<file path="src/rtl/mem_bus_arbiter.sv">
// Round-robin N-master bridge onto one synchronous-read memory port.
// Translates guest addresses by MEM_BASE and answers out-of-range accesses with an error.
module mem_bus_arbiter #(
    parameter int             NUM_MASTERS = 2,
    parameter int             AW          = 32,
    parameter int             DW          = 32,
    parameter int             MW          = 4,
    parameter logic [AW-1:0]  MEM_BASE    = 32'h8000_0000,
    parameter logic [AW-1:0]  MEM_SIZE    = 32'h0800_0000,
    parameter int             MEM_LATENCY = 1
) (
    input  logic                      clk,
    input  logic                      rst,
    input  logic [NUM_MASTERS-1:0]    m_req,
    input  logic [NUM_MASTERS-1:0]    m_we,
    input  logic [NUM_MASTERS*AW-1:0] m_addr,
    input  logic [NUM_MASTERS*DW-1:0] m_wdata,
    input  logic [NUM_MASTERS*MW-1:0] m_mask,
    output logic [NUM_MASTERS-1:0]    m_ready,
    output logic                      m_err,
    output logic [DW-1:0]             m_rdata,
    output logic                      mem_ce,
    output logic                      mem_we,
    output logic [AW-1:0]             mem_addr,
    output logic [DW-1:0]             mem_wdata,
    output logic [MW-1:0]             mem_mask,
    input  logic [DW-1:0]             mem_rdata,
    output logic                      busy
);

    localparam int GW = (NUM_MASTERS > 1) ? $clog2(NUM_MASTERS) : 1;
    localparam int CW = $clog2(MEM_LATENCY + 1);
    localparam logic [GW-1:0] LAST_INIT = GW'(NUM_MASTERS - 1);
    localparam logic [AW:0]   BASE_EXT  = {1'b0, MEM_BASE};
    localparam logic [AW:0]   SIZE_EXT  = {1'b0, MEM_SIZE};

    typedef enum logic [1:0] {IDLE = 2'd0, ACCESS = 2'd1, RESP = 2'd2} state_t;

    state_t                   state_reg, state_next;
    logic [GW-1:0]            last_reg, last_next;
    logic [GW-1:0]            grant_reg, grant_next;
    logic                     we_reg, we_next;
    logic [CW-1:0]            cnt_reg, cnt_next;
    logic [NUM_MASTERS-1:0]   ready_reg, ready_next;
    logic                     err_reg, err_next;
    logic [DW-1:0]            rdata_reg, rdata_next;
    logic                     ce_reg, ce_next;
    logic                     mem_we_reg, mem_we_next;
    logic [AW-1:0]            mem_addr_reg, mem_addr_next;
    logic [DW-1:0]            mem_wdata_reg, mem_wdata_next;
    logic [MW-1:0]            mem_mask_reg, mem_mask_next;
    logic                     busy_reg, busy_next;

    logic [AW-1:0] addr_arr  [NUM_MASTERS];
    logic [DW-1:0] wdata_arr [NUM_MASTERS];
    logic [MW-1:0] mask_arr  [NUM_MASTERS];

    generate
        for (genvar gi = 0; gi < NUM_MASTERS; gi++) begin : g_unpack
            assign addr_arr[gi]  = m_addr[gi*AW +: AW];
            assign wdata_arr[gi] = m_wdata[gi*DW +: DW];
            assign mask_arr[gi]  = m_mask[gi*MW +: MW];
        end
    endgenerate

    // Search starts one past the previous winner so a waiting master is always next.
    logic          found;
    logic [GW-1:0] winner;
    int            idx;
    always_comb begin
        found  = 1'b0;
        winner = last_reg;
        idx    = 0;
        for (int k = 1; k <= NUM_MASTERS; k++) begin
            idx = (int'(last_reg) + k) % NUM_MASTERS;
            if (!found && m_req[GW'(idx)]) begin
                found  = 1'b1;
                winner = GW'(idx);
            end
        end
    end

    // One extra bit keeps addresses near the top of the space from wrapping into range.
    logic [AW-1:0] sel_addr;
    logic [AW:0]   sel_ext;
    logic          in_range;
    assign sel_addr = addr_arr[winner];
    assign sel_ext  = {1'b0, sel_addr};
    assign in_range = (sel_ext >= BASE_EXT) && ((sel_ext - BASE_EXT) < SIZE_EXT);

    always_comb begin
        state_next     = state_reg;
        last_next      = last_reg;
        grant_next     = grant_reg;
        we_next        = we_reg;
        cnt_next       = cnt_reg;
        ready_next     = '0;
        err_next       = 1'b0;
        rdata_next     = '0;
        ce_next        = 1'b0;
        mem_we_next    = mem_we_reg;
        mem_addr_next  = mem_addr_reg;
        mem_wdata_next = mem_wdata_reg;
        mem_mask_next  = mem_mask_reg;
        case (state_reg)
            IDLE: begin
                if (found) begin
                    last_next  = winner;
                    grant_next = winner;
                    we_next    = m_we[winner];
                    if (in_range) begin
                        state_next     = ACCESS;
                        ce_next        = 1'b1;
                        cnt_next       = CW'(MEM_LATENCY);
                        mem_we_next    = m_we[winner];
                        mem_addr_next  = sel_addr - MEM_BASE;
                        mem_wdata_next = wdata_arr[winner];
                        mem_mask_next  = mask_arr[winner];
                    end else begin
                        state_next         = RESP;
                        ready_next[winner] = 1'b1;
                        err_next           = 1'b1;
                    end
                end
            end
            ACCESS: begin
                // Count reaches zero in the cycle read data arrives, MEM_LATENCY after mem_ce.
                if (cnt_reg == '0) begin
                    state_next            = RESP;
                    ready_next[grant_reg] = 1'b1;
                    rdata_next            = we_reg ? '0 : mem_rdata;
                end else begin
                    cnt_next = cnt_reg - CW'(1);
                end
            end
            RESP:    state_next = IDLE;
            default: state_next = IDLE;
        endcase
        busy_next = (state_next != IDLE);
    end

    always_ff @(posedge clk or posedge rst) begin
        if (rst) begin
            state_reg     <= IDLE;
            last_reg      <= LAST_INIT;
            grant_reg     <= '0;
            we_reg        <= 1'b0;
            cnt_reg       <= '0;
            ready_reg     <= '0;
            err_reg       <= 1'b0;
            rdata_reg     <= '0;
            ce_reg        <= 1'b0;
            mem_we_reg    <= 1'b0;
            mem_addr_reg  <= '0;
            mem_wdata_reg <= '0;
            mem_mask_reg  <= '0;
            busy_reg      <= 1'b0;
        end else begin
            state_reg     <= state_next;
            last_reg      <= last_next;
            grant_reg     <= grant_next;
            we_reg        <= we_next;
            cnt_reg       <= cnt_next;
            ready_reg     <= ready_next;
            err_reg       <= err_next;
            rdata_reg     <= rdata_next;
            ce_reg        <= ce_next;
            mem_we_reg    <= mem_we_next;
            mem_addr_reg  <= mem_addr_next;
            mem_wdata_reg <= mem_wdata_next;
            mem_mask_reg  <= mem_mask_next;
            busy_reg      <= busy_next;
        end
    end

    assign m_ready   = ready_reg;
    assign m_err     = err_reg;
    assign m_rdata   = rdata_reg;
    assign mem_ce    = ce_reg;
    assign mem_we    = mem_we_reg;
    assign mem_addr  = mem_addr_reg;
    assign mem_wdata = mem_wdata_reg;
    assign mem_mask  = mem_mask_reg;
    assign busy      = busy_reg;

endmodule

</file>
<file path="config.mk">
export PLATFORM = sky130hd
export DESIGN_NAME = mem_bus_arbiter
export DESIGN_NICKNAME = d
export VERILOG_FILES = /design/src/rtl/mem_bus_arbiter.sv
export SDC_FILE = /design/constraint.sdc
export NUM_CORES = 1
export LEC_CHECK = 0
export BUFFER_PORTS_ARGS = -buffer_cell sky130_fd_sc_hd__buf_2
export CELL_PAD_IN_SITES_DETAIL_PLACEMENT = 1
export CELL_PAD_IN_SITES_GLOBAL_PLACEMENT = 1
export CORE_MARGIN = 4
export CORE_UTILIZATION = 37
export CTS_BUF_LIST = sky130_fd_sc_hd__clkbuf_8
export CTS_CLUSTER_DIAMETER = 40
export CTS_CLUSTER_SIZE = 40
export DETAILED_ROUTE_END_ITERATION = 12
export PLACE_DENSITY = 0.89
export SLEW_MARGIN = 0
export SYNTH_ARGS = -nofsm -noshare
export SYNTH_HDL_FRONTEND = slang
export SYNTH_SLANG_ARGS = --single-unit
</file>
<file path="constraint.sdc">
create_clock -name clk -period 8 [get_ports clk]
set_input_delay 0 -clock clk [delete_from_list [all_inputs] [get_ports clk]]
set_output_delay 0 -clock clk [all_outputs]
set_load 0.05 [all_outputs]
</file>
==> results.json, run 1 <==
{
  "status": "completed",
  "max_slew.worst_pin.slew_ps": 886.9,
  "fin_crit_sh_pct": 37.16,
  "synth_top_cell_area_share_pct": 58.54,
  "synth.avg_cell_area_um2": 14.47,
  "grt_use_total_pct": 27.94,
  "cts_made_buffers": 9,
  "synth_top_area_cell": "dfrtp_1",
  "yosysUniqueCellTypes": 26,
  "clock-sinks": 112,
  "syn_area_um2": 4745,
  "die_area_um2": 14700,
  "finalHoldViolations": 0,
  "setup_viol": 0,
  "power.density_nw_per_um2": 289.4,
  "fmax_ghz": 0.3364,
  "root_buffer": "clkbuf_8",
  "drive_gt1_share_pct": 56.37,
  "ff_latch_area_um2": 2804,
  "slew_headroom_pct": 40.87,
  "worstSetupPathType": "reg -> reg",
  "htree_num_levels": 3,
  "viasPerCell": 4.751,
  "path_clk_slew_ps": 100,
  "crit_buf_inv": 2,
  "worstPathMaxFanout": 69,
  "slew_violations": 0,
  "syn_nets": 502,
  "synthTopCellsByArea": "dfrtp_1, mux2_2, and2_1, mux2_1, buf_2",
  "grt_max_degree": 70,
  "cp.arrival_ps": 3220,
  "initial_core_util_pct": 37.75,
  "rr_worst_depth": 6,
  "post_cts_resized": 0,
  "clock_path_buffers": 2,
  "rows": 41,
  "drtAntennaViolNets": 0,
  "finalClockSkew_ps": 10.29,
  "synth_edf_count": 0,
  "post_cts.repair.setup_buffers": 0,
  "area_growth_pct": 68.33,
  "final.min_clock_period_ps": 2973,
  "synthArstFlopShare_pct": 100.0,
  "ys_seq_area_share_pct": 59.10,
  "hold_buffers": 139,
  "clock_latency_ps": 380,
  "portBuffers": 278,
  "diodes": 0,
  "fin_tns_setup_ps": 0,
  "maxCapViolCount": 0,
  "crit_slowest_cell": "buf_4",
  "ys.flop_type": "dfrtp_1",
  "detail_route.wl_per_cell_um": 21.83,
  "fp.dieW_um": 121.2,
  "nFillCells": 1339,
  "syn_inst": 328,
  "ios": 280,
  "min_delay_path_depth": 4,
  "core_area_um2": 12570,
  "synth_most_common_cell": "mux2_2",
  "multi_input_area_um2": 1874,
  "path_cells": "xnor2_2, buf_4, nand2_1, o32ai_4, buf_4, mux2_2",
  "synth_warnings": 0,
  "place_congestion": 0.6993,
  "die_h_um": 121.2,
  "grt_pass1_wl_um": 30920,
  "crit_family": "buffers and inverters",
  "synth_common_cells": "mux2_2, dfrtp_1, and2_1",
  "first_pass_iters": 6,
  "num_vias": 4399,
  "dp_hpwl_um": 10670,
  "ir_worst_vdd_mv": 0.1221,
  "synth-seq-cells": 112,
  "end_kind": "flop",
  "grt_antenna_before_repair": 0,
  "fin_nets": 923,
  "grt_pass1_vias": 5497,
  "cts_tree": "yes",
  "slowest_delay_ps": 720,
  "leakagePower_nw": 4.218,
  "drc": 0,
  "finalPower_mw": 2.311,
  "wl_um": 20220,
  "startpoint_type": "flop",
  "grt.overflow.total": 0,
  "required_ps": 8250,
  "path_common_cell": "buf_4",
  "rsz0062_at_grt": "no",
  "hold_path.class": "in -> reg",
  "path_depth": 6,
  "initialDrtViolationCount": 104
}
[metal layers]
layer	global-route usage, %	vias to the layer above	wire, um
li1	-	1964	-
met1	28.18	2176	6884
met2	52.34	205	10930
met3	8.531	54	1628
met4	12.68	0	773
met5	0	-	0
[area by class of cell]
type                            instances  area share (%)
Clock inverter                          5          0.7207
Multi-Input combinational cell        196           23.47
Clock buffer                           11           1.896
Sequential cell                       112           35.11
Tap cell                              172           2.695
Inverter                                3          0.1723
Timing Repair Buffer                  427           35.94
[kinds of logic (layout without fill, tap and decap cells)]
group	count (synthesis)	count (layout)	synth area share (%)
mux	128	128	30.38
simple gates	58	58	7.015
compound gates	9	9	1.530
xor+xnor	1	1	0.1846
buf+inv	20	446	1.793
flops	112	112	59.10
[cells in the final DEF, fill, tap and decap left out]
| cell | instances |
|---|---|
| inv_4 | 1 |
| clkinvlp_4 | 2 |
| nor3b_1 | 1 |
| inv_1 | 3 |
| a21oi_1 | 1 |
| clkinv_4 | 1 |
| o21ai_0 | 2 |
| nor2_1 | 7 |
| nand3_1 | 1 |
| nor3_1 | 2 |
| nand2b_1 | 2 |
| nor2b_1 | 6 |
| nand3b_1 | 2 |
| a32o_1 | 1 |
| mux2_1 | 5 |
| a22o_1 | 1 |
| dfstp_2 | 1 |
| bufinv_16 | 1 |
| o32ai_4 | 1 |
| clkbuf_8 | 11 |
| nand2_1 | 5 |
| buf_2 | 278 |
| a21boi_0 | 1 |
| dlygate4sd3_1 | 144 |
| buf_4 | 5 |
| mux2_2 | 123 |
| and2_1 | 32 |
| xnor2_2 | 1 |
| a21o_1 | 1 |
| o21bai_1 | 1 |
| dfrtp_1 | 111 |
[report_power, final]
group / internal (mW) / switching (mW) / total [mW]
sequential: 0.700 / 0.0879 / 0.788
combinational: 0.434 / 0.730 / 1.16
clock: 0.162 / 0.197 / 0.358
total: 1.30 / 1.01 / 2.31
[tightest hold or removal path, delay by kind of cell]
family | cells | cell delay (ps)
mux | 1 | 170
simple gates | 2 | 100
buf+inv | 1 | 70
[path summary, 6_finish.rpt]
kind	start	end	slack (ps)
max	last_reg$_DFFE_PP1P_	mem_addr[14]$_DFFE_PP0P_	5030
min	m_we[1]	we_reg$_DFFE_PP0P_	1
max reg2reg	last_reg$_DFFE_PP1P_	mem_addr[14]$_DFFE_PP0P_	5030
min reg2reg	we_reg$_DFFE_PP0P_	we_reg$_DFFE_PP0P_	500
max in group asynchronous	rst	mem_we$_DFFE_PP0P_	6450
min in group asynchronous	rst	m_rdata[1]$_DFF_PP0_	320
[stage by stage]
stage	utilization, %	setup WS [ps]	instances	hold WS, ps	instance area [um2]
floorplan	-	5043	328	125.0	4745
global placement	50.41	5312	766	138.6	6336
detailed placement	50.41	5142	766	158.4	6336
CTS	63.15	5135	921	0.02739	7936
global route	63.54	4878	926	4.446	7986
finish	63.54	5027	926	1.002	7986
No activity file was read; power rests on OpenSTA's default activity.
==> run 2: changes to the inputs <==
- CORE_UTILIZATION: 37 -> 31
- PLACE_DENSITY: 0.89 -> 0.8
- clock period: 8 -> 2.6 ns (I/O delays scaled with it)
==> run 2 against run 1 <==
The flow now stops in clock tree synthesis. Synthesized cell count unchanged. Area after synthesis stayed put.
==> results.json, run 2 <==
{
  "status": "aborted with a tool error",
  "post_cts_resized": 0,
  "synth-seq-cells": 112,
  "synth_most_common_cell": "mux2_2",
  "synth_warnings": 0,
  "post_cts.repair.setup_buffers": 0,
  "htree_num_levels": 3,
  "initial_core_util_pct": 32.16,
  "place_congestion": 0.7440,
  "cts_made_buffers": 9,
  "ios": 280,
  "synth_common_cells": "mux2_2, dfrtp_1, and2_1",
  "failed_stage": "clock tree synthesis",
  "error": "[ERROR RSZ-0060] Max buffer count reached.",
  "syn_area_um2": 4745,
  "root_buffer": "clkbuf_8",
  "rows": 44,
  "ys.flop_type": "dfrtp_1",
  "synth_top_area_cell": "dfrtp_1",
  "synthTopCellsByArea": "dfrtp_1, mux2_2, and2_1, mux2_1, buf_2",
  "portBuffers": 278,
  "dp_hpwl_um": 10650,
  "synthArstFlopShare_pct": 100.0,
  "synth_edf_count": 0,
  "synth.avg_cell_area_um2": 14.47,
  "yosysUniqueCellTypes": 26,
  "hold_buffers": 160,
  "postPlaceCellArea_um2": 6400,
  "fp.dieW_um": 131.7,
  "clock-sinks": 112,
  "syn_nets": 502,
  "ys_seq_area_share_pct": 59.10,
  "die_h_um": 131.7,
  "clock_path_buffers": 2,
  "syn_inst": 328,
  "synth_top_cell_area_share_pct": 58.54
}
## run 2: kinds of logic after synthesis
group / synth area share (%)
buf+inv: 1.793
compound gates: 1.530
mux: 30.38
xor+xnor: 0.1846
simple gates: 7.015
flops: 59.10
## run 2: stage by stage
stage               hold WS (ps)  utilization (%)  worst slack [ps]  instances
floorplan                  125.0                -             504.4        328
global placement           208.6            43.38             617.8        781
detailed placement         213.2            43.38             546.9        781
==> run 3: changes to the inputs <==
- CELL_PAD_IN_SITES_DETAIL_PLACEMENT: 1 -> unset
- CELL_PAD_IN_SITES_GLOBAL_PLACEMENT: 1 -> unset
- CORE_UTILIZATION: 31 -> 30
- CTS_BUF_LIST: sky130_fd_sc_hd__clkbuf_8 -> unset
- CTS_CLUSTER_DIAMETER: 40 -> unset
- CTS_CLUSTER_SIZE: 40 -> unset
- PLACE_DENSITY: 0.8 -> unset
- PLACE_DENSITY_LB_ADDON: unset -> 0.15
- clock period: 2.6 -> 3.4 ns (I/O delays scaled with it)
==> run 3 against run 2 <==
The run now ends clean.
==> results.json, run 3 (synthesized netlist as in run 1, its figures left out) <==
{
  "diodes": 0,
  "core_area_um2": 15370,
  "die_area_um2": 17890,
  "cts_tree": "yes",
  "root_buffer": "clkbuf_16",
  "grt_max_degree": 85,
  "setup_viol": 0,
  "drtAntennaViolNets": 0,
  "clock_path_buffers": 2,
  "startpoint_type": "flop",
  "fmax_ghz": 0.3528,
  "leakagePower_nw": 3.947,
  "slew_headroom_pct": 31.31,
  "finalClockSkew_ps": 5.713,
  "place_congestion": 0.7025,
  "top_usage_layer": "met2",
  "placed_cells": 806,
  "required_ps": 3630,
  "num_vias": 3773,
  "final_common_cell": "buf_2",
  "grt_pass1_wl_um": 20160,
  "grt_pass1_vias": 4112,
  "fp.dieW_um": 133.8,
  "power.density_nw_per_um2": 712.7,
  "cts_made_buffers": 9,
  "ios": 280,
  "grt.overflow.total": 0,
  "final.min_clock_period_ps": 2835,
  "final_cell_mix": "buf_2, mux2_2, dfrtp_1",
  "cp.arrival_ps": 3060,
  "htree_num_levels": 3,
  "portBuffers": 278,
  "post_cts.repair.setup_buffers": 0,
  "fin_ws_ps": 565.2,
  "fin_tns_setup_ps": 0,
  "dp_slack_ps": 932.1,
  "max_slew.worst_pin.slew_ps": 1030,
  "drive_gt1_share_pct": 62.83,
  "drc": 0,
  "path_clk_slew_ps": 70,
  "viasPerCell": 4.244,
  "maxCapViolCount": 0,
  "wl_um": 12740,
  "first_pass_iters": 4,
  "grt_use_met1_pct": 14.72,
  "rows": 45,
  "clock-sinks": 112,
  "met3_usage_pct": 6.533,
  "met2_usage_pct": 25.69,
  "worstPathMaxFanout": 68,
  "ir_worst_vdd_mv": 0.4501,
  "clock_latency_ps": 340,
  "nFillCells": 1422,
  "grt_use_total_pct": 14.08,
  "detail_route.wl_per_cell_um": 14.33,
  "slew_violations": 0,
  "fin_nets": 847,
  "initialDrtViolationCount": 64,
  "die_h_um": 133.8,
  "final_cells": 889,
  "dp_hpwl_um": 9147,
  "worstSetupPathType": "reg -> reg",
  "rsz0062_at_grt": "no",
  "initial_core_util_pct": 30.87,
  "finalPower_mw": 5.248,
  "hold_path.class": "in -> reg",
  "grt_antenna_before_repair": 0,
  "finalHoldViolations": 0,
  "end_kind": "flop",
  "status": "completed",
  "fin_crit_sh_pct": 83.38,
  "area_growth_pct": 55.20
}
[run 3: layout make-up]
type	instances	area [um2]	share of cell area, %
sequential	112	2804	38.08
timing repair buffer	351	2120	28.79
multi-input combinational	196	1874	25.45
tap	211	264.0	3.585
clock buffer	10	229.0	3.110
clock inverter	6	58.81	0.7986
inverter	3	13.76	0.1869
[run 3: what timing repair did]
action                                 in CTS  in global routing
resized for setup                           0                  0
hold buffers                               67                  0
endpoints found under the hold margin     133                  0
[run 3: worst max-delay path, stage by stage (launching register included)]
cell	delay, ps
dfstp_2	600
xnor2_2	130
buf_4	650
mux2_2	410
dlygate4sd3_1	560
mux2_1	290
[run 3: power by group]
group          internal, mW  switching, mW  leakage (nW)  total, mW
clock network         0.570          0.476         0.146       1.05
logic                 0.843           1.56          2.30       2.41
registers              1.65          0.146          1.50       1.79
[run 3: path summary, 6_finish.rpt]
| kind | start | endpoint | slack, ps | cells past startpoint |
|---|---|---|---|---|
| max | last_reg$_DFFE_PP1P_ | mem_mask[1]$_DFFE_PP0P_ | 570 | 5 |
| max in group asynchronous | rst | mem_wdata[28]$_DFFE_PP0P_ | 2080 | 4 |
| min | m_wdata[53] | mem_wdata[21]$_DFFE_PP0P_ | 20 | 3 |
| min in group asynchronous | rst | m_rdata[28]$_DFF_PP0_ | 450 | 3 |
| max reg2reg | last_reg$_DFFE_PP1P_ | mem_mask[1]$_DFFE_PP0P_ | 570 | 5 |
| min reg2reg | state_reg[1]$_DFF_PP0_ | busy$_DFF_PP0_ | 470 | 1 |
[run 3: routing by layer]
metal / vias up / part of all wire, %
li1: 1819 / -
met1: 1787 / 37
met2: 159 / 52
met3: 8 / 10
met4: 0 / 1.1
met5: - / 0
[run 3: through the flow]
stage	util, %	hold WS [ps]	cell area [um2]
after floorplan	-	125.0	4745
after global placement	41.67	207.1	6405
after detailed placement	41.67	208.5	6405
after CTS	47.90	0.2666	7363
after global routing	47.90	3.826	7363
final	47.90	15.80	7363
==> run 4: changes to the inputs <==
- ABC_AREA: unset -> 1
- clock period: 3.4 -> 2.8 ns (I/O delays scaled with it)
==> run 4 against run 3 <==
Area after synthesis grew 11%. Critical path depth grew 3. Die area grew 10%. Routed wire length grew 33%. Utilization shrank 2.4 points. Critical endpoint is now mem_addr[17]$_DFFE_PP0P_.
==> results.json, run 4 <==
{
  "final_common_cell": "nand2_1",
  "nFillCells": 1753,
  "drc": 0,
  "max_slew.worst_pin.slew_ps": 859.7,
  "holdWs_ps": 10.24,
  "hold_buffers": 77,
  "synth_most_common_cell": "nand2_1",
  "synthAdderAreaFrac_pct": 0,
  "status": "completed",
  "grt.overflow.total": 0,
  "grt_use_total_pct": 17.04,
  "diodes": 0,
  "fp.dieW_um": 140.3,
  "syn_inst": 681,
  "drtAntennaViolNets": 0,
  "startpoint_type": "flop",
  "cts_tree": "yes",
  "r2r_setup_slack_ps": 690,
  "synth_common_cells": "nand2_1, dfrtp_1, nand4_1",
  "rr_worst_depth": 8,
  "synth_edf_count": 0,
  "rows": 48,
  "grt_pass1_wl_um": 27200,
  "hold_path.class": "in -> reg",
  "fin_crit_sh_pct": 75.39,
  "yosys.area_share.xor_xnor_pct": 0,
  "syn_area_um2": 5249,
  "dp_hpwl_um": 11740,
  "die_area_um2": 19680,
  "required_ps": 3080,
  "fin_ws_ps": 689.0,
  "final.min_clock_period_ps": 2111,
  "finalClockSkew_ps": 6.749,
  "clock_path_buffers": 2,
  "first_pass_iters": 4,
  "initialDrtViolationCount": 253,
  "root_buffer": "clkbuf_16",
  "portBuffers": 278,
  "final_cell_mix": "nand2_1, buf_2, dfrtp_1",
  "htree_num_levels": 3,
  "place_congestion": 0.7616,
  "synth_top_cell_area_share_pct": 52.92,
  "yosysUniqueCellTypes": 17,
  "drive_gt1_share_pct": 31.14,
  "slew_violations": 0,
  "timing.rr.start": "last_reg$_DFFE_PP1P_",
  "grt_pass1_vias": 5356,
  "core_area_um2": 17240,
  "ys.flop_type": "dfrtp_1",
  "synth_top_family_by_area": "simple AND/OR/NAND/NOR gates",
  "setup_viol": 0,
  "post_cts_resized": 0,
  "initial_core_util_pct": 30.45,
  "synth-seq-cells": 112,
  "path_clk_slew_ps": 80,
  "synth_simple_gate_area_share_pct": 36.14,
  "grt_antenna_before_repair": 0,
  "worstPathMaxFanout": 35,
  "area_growth_pct": 49.27,
  "cp.arrival_ps": 2400,
  "maxCapViolCount": 0,
  "clock_latency_ps": 350,
  "dp_slack_ps": 734.7,
  "grt_max_degree": 67,
  "synthMuxAreaShare_pct": 0,
  "end_kind": "flop",
  "cts_made_buffers": 9,
  "ys_seq_area_share_pct": 53.42,
  "post_cts.repair.setup_buffers": 0,
  "viasPerCell": 4.364,
  "finalHoldViolations": 0,
  "synth_compound_area_share_pct": 0.8343,
  "utilization_pct": 45.46,
  "hp-start": "m_wdata[49]",
  "ir_worst_vdd_mv": 0.4037,
  "detail_route.wl_per_cell_um": 13.66,
  "num_vias": 5424,
  "wl_um": 16980,
  "syn_nets": 855,
  "synth_warnings": 0,
  "hold_end": "mem_wdata[17]$_DFFE_PP0P_",
  "synth.avg_cell_area_um2": 7.707,
  "power.density_nw_per_um2": 721.5,
  "min_delay_path_depth": 5,
  "leakagePower_nw": 4.880,
  "fin_nets": 1188,
  "ios": 280,
  "die_h_um": 140.3,
  "slew_headroom_pct": 42.57,
  "synthArstFlopShare_pct": 100.0,
  "synthTopCellsByArea": "dfrtp_1, nand2_1, nand4_1, inv_1, nor2_1",
  "fmax_ghz": 0.4737,
  "rsz0062_at_grt": "no",
  "clock-sinks": 112,
  "synth_top_area_cell": "dfrtp_1",
  "fin_tns_setup_ps": 0,
  "r2r-end": "mem_addr[17]$_DFFE_PP0P_",
  "worstSetupPathType": "reg -> reg"
}
[run 4: worst max-delay path by stage]
stage,from,depth (start not counted),endpoint,slack (ps)
floorplan,last_reg$_DFFE_PP1P_,10,mem_wdata[10]$_DFFE_PP0P_,1240
global placement,last_reg$_DFFE_PP1P_,9,mem_addr[4]$_DFFE_PP0P_,730
detailed placement,last_reg$_DFFE_PP1P_,9,mem_addr[6]$_DFFE_PP0P_,730
CTS,last_reg$_DFFE_PP1P_,8,mem_addr[12]$_DFFE_PP0P_,680
global route,last_reg$_DFFE_PP1P_,9,mem_mask[2]$_DFFE_PP0P_,480
finish,last_reg$_DFFE_PP1P_,8,mem_addr[17]$_DFFE_PP0P_,690
[run 4: metal layers]
metal | routed length, um | GRT usage, % | part of all wire, %
met3 | 1254 | 4.165 | 7.4
met2 | 8110 | 29.18 | 48
met5 | 0 | 0 | 0
met1 | 7304 | 21.05 | 43
met4 | 313 | 5.711 | 1.8
[run 4: cells by family after synthesis]
kind of cell / Yosys count
flops: 112
compound gates: 8
simple gates: 456
buf+inv: 105
[run 4: report_power, final]
group	switching (mW)	leakage, nW	internal [mW]
logic	1.69	3.22	0.631
registers	0.144	1.53	1.90
clock network	0.572	0.139	0.714
[run 4: through the flow]
step | cell area, um2 | instances | power (mW)
floorplan | 5253 | 681 | 3.634
detailed placement | 6775 | 1151 | 4.275
CTS | 7835 | 1243 | 5.735
global placement | 6775 | 1151 | 4.268
global route | 7835 | 1243 | 5.994
finish | 7835 | 1243 | 5.653
[run 4: critical path, cell delays in order, from the launching register on]
cell and delay (ps):
dfstp_2 560, nand2_1 80, nand2_2 110, buf_4 350, nand2_1 90, nand2_1 80
dlygate4sd3_1 550, nand4_1 90, nand2_1 110
[run 4: layout make-up]
| type | count | area [um2] | area share (%) |
|---|---|---|---|
| inverters | 61 | 232.7 | 2.970 |
| well taps | 225 | 281.5 | 3.593 |
| clock inverters | 3 | 42.54 | 0.5430 |
| multi-input cells | 464 | 1946 | 24.83 |
| repair buffers | 366 | 2282 | 29.13 |
| flip-flops and latches | 112 | 2804 | 35.79 |
| clock buffers | 12 | 246.5 | 3.146 |
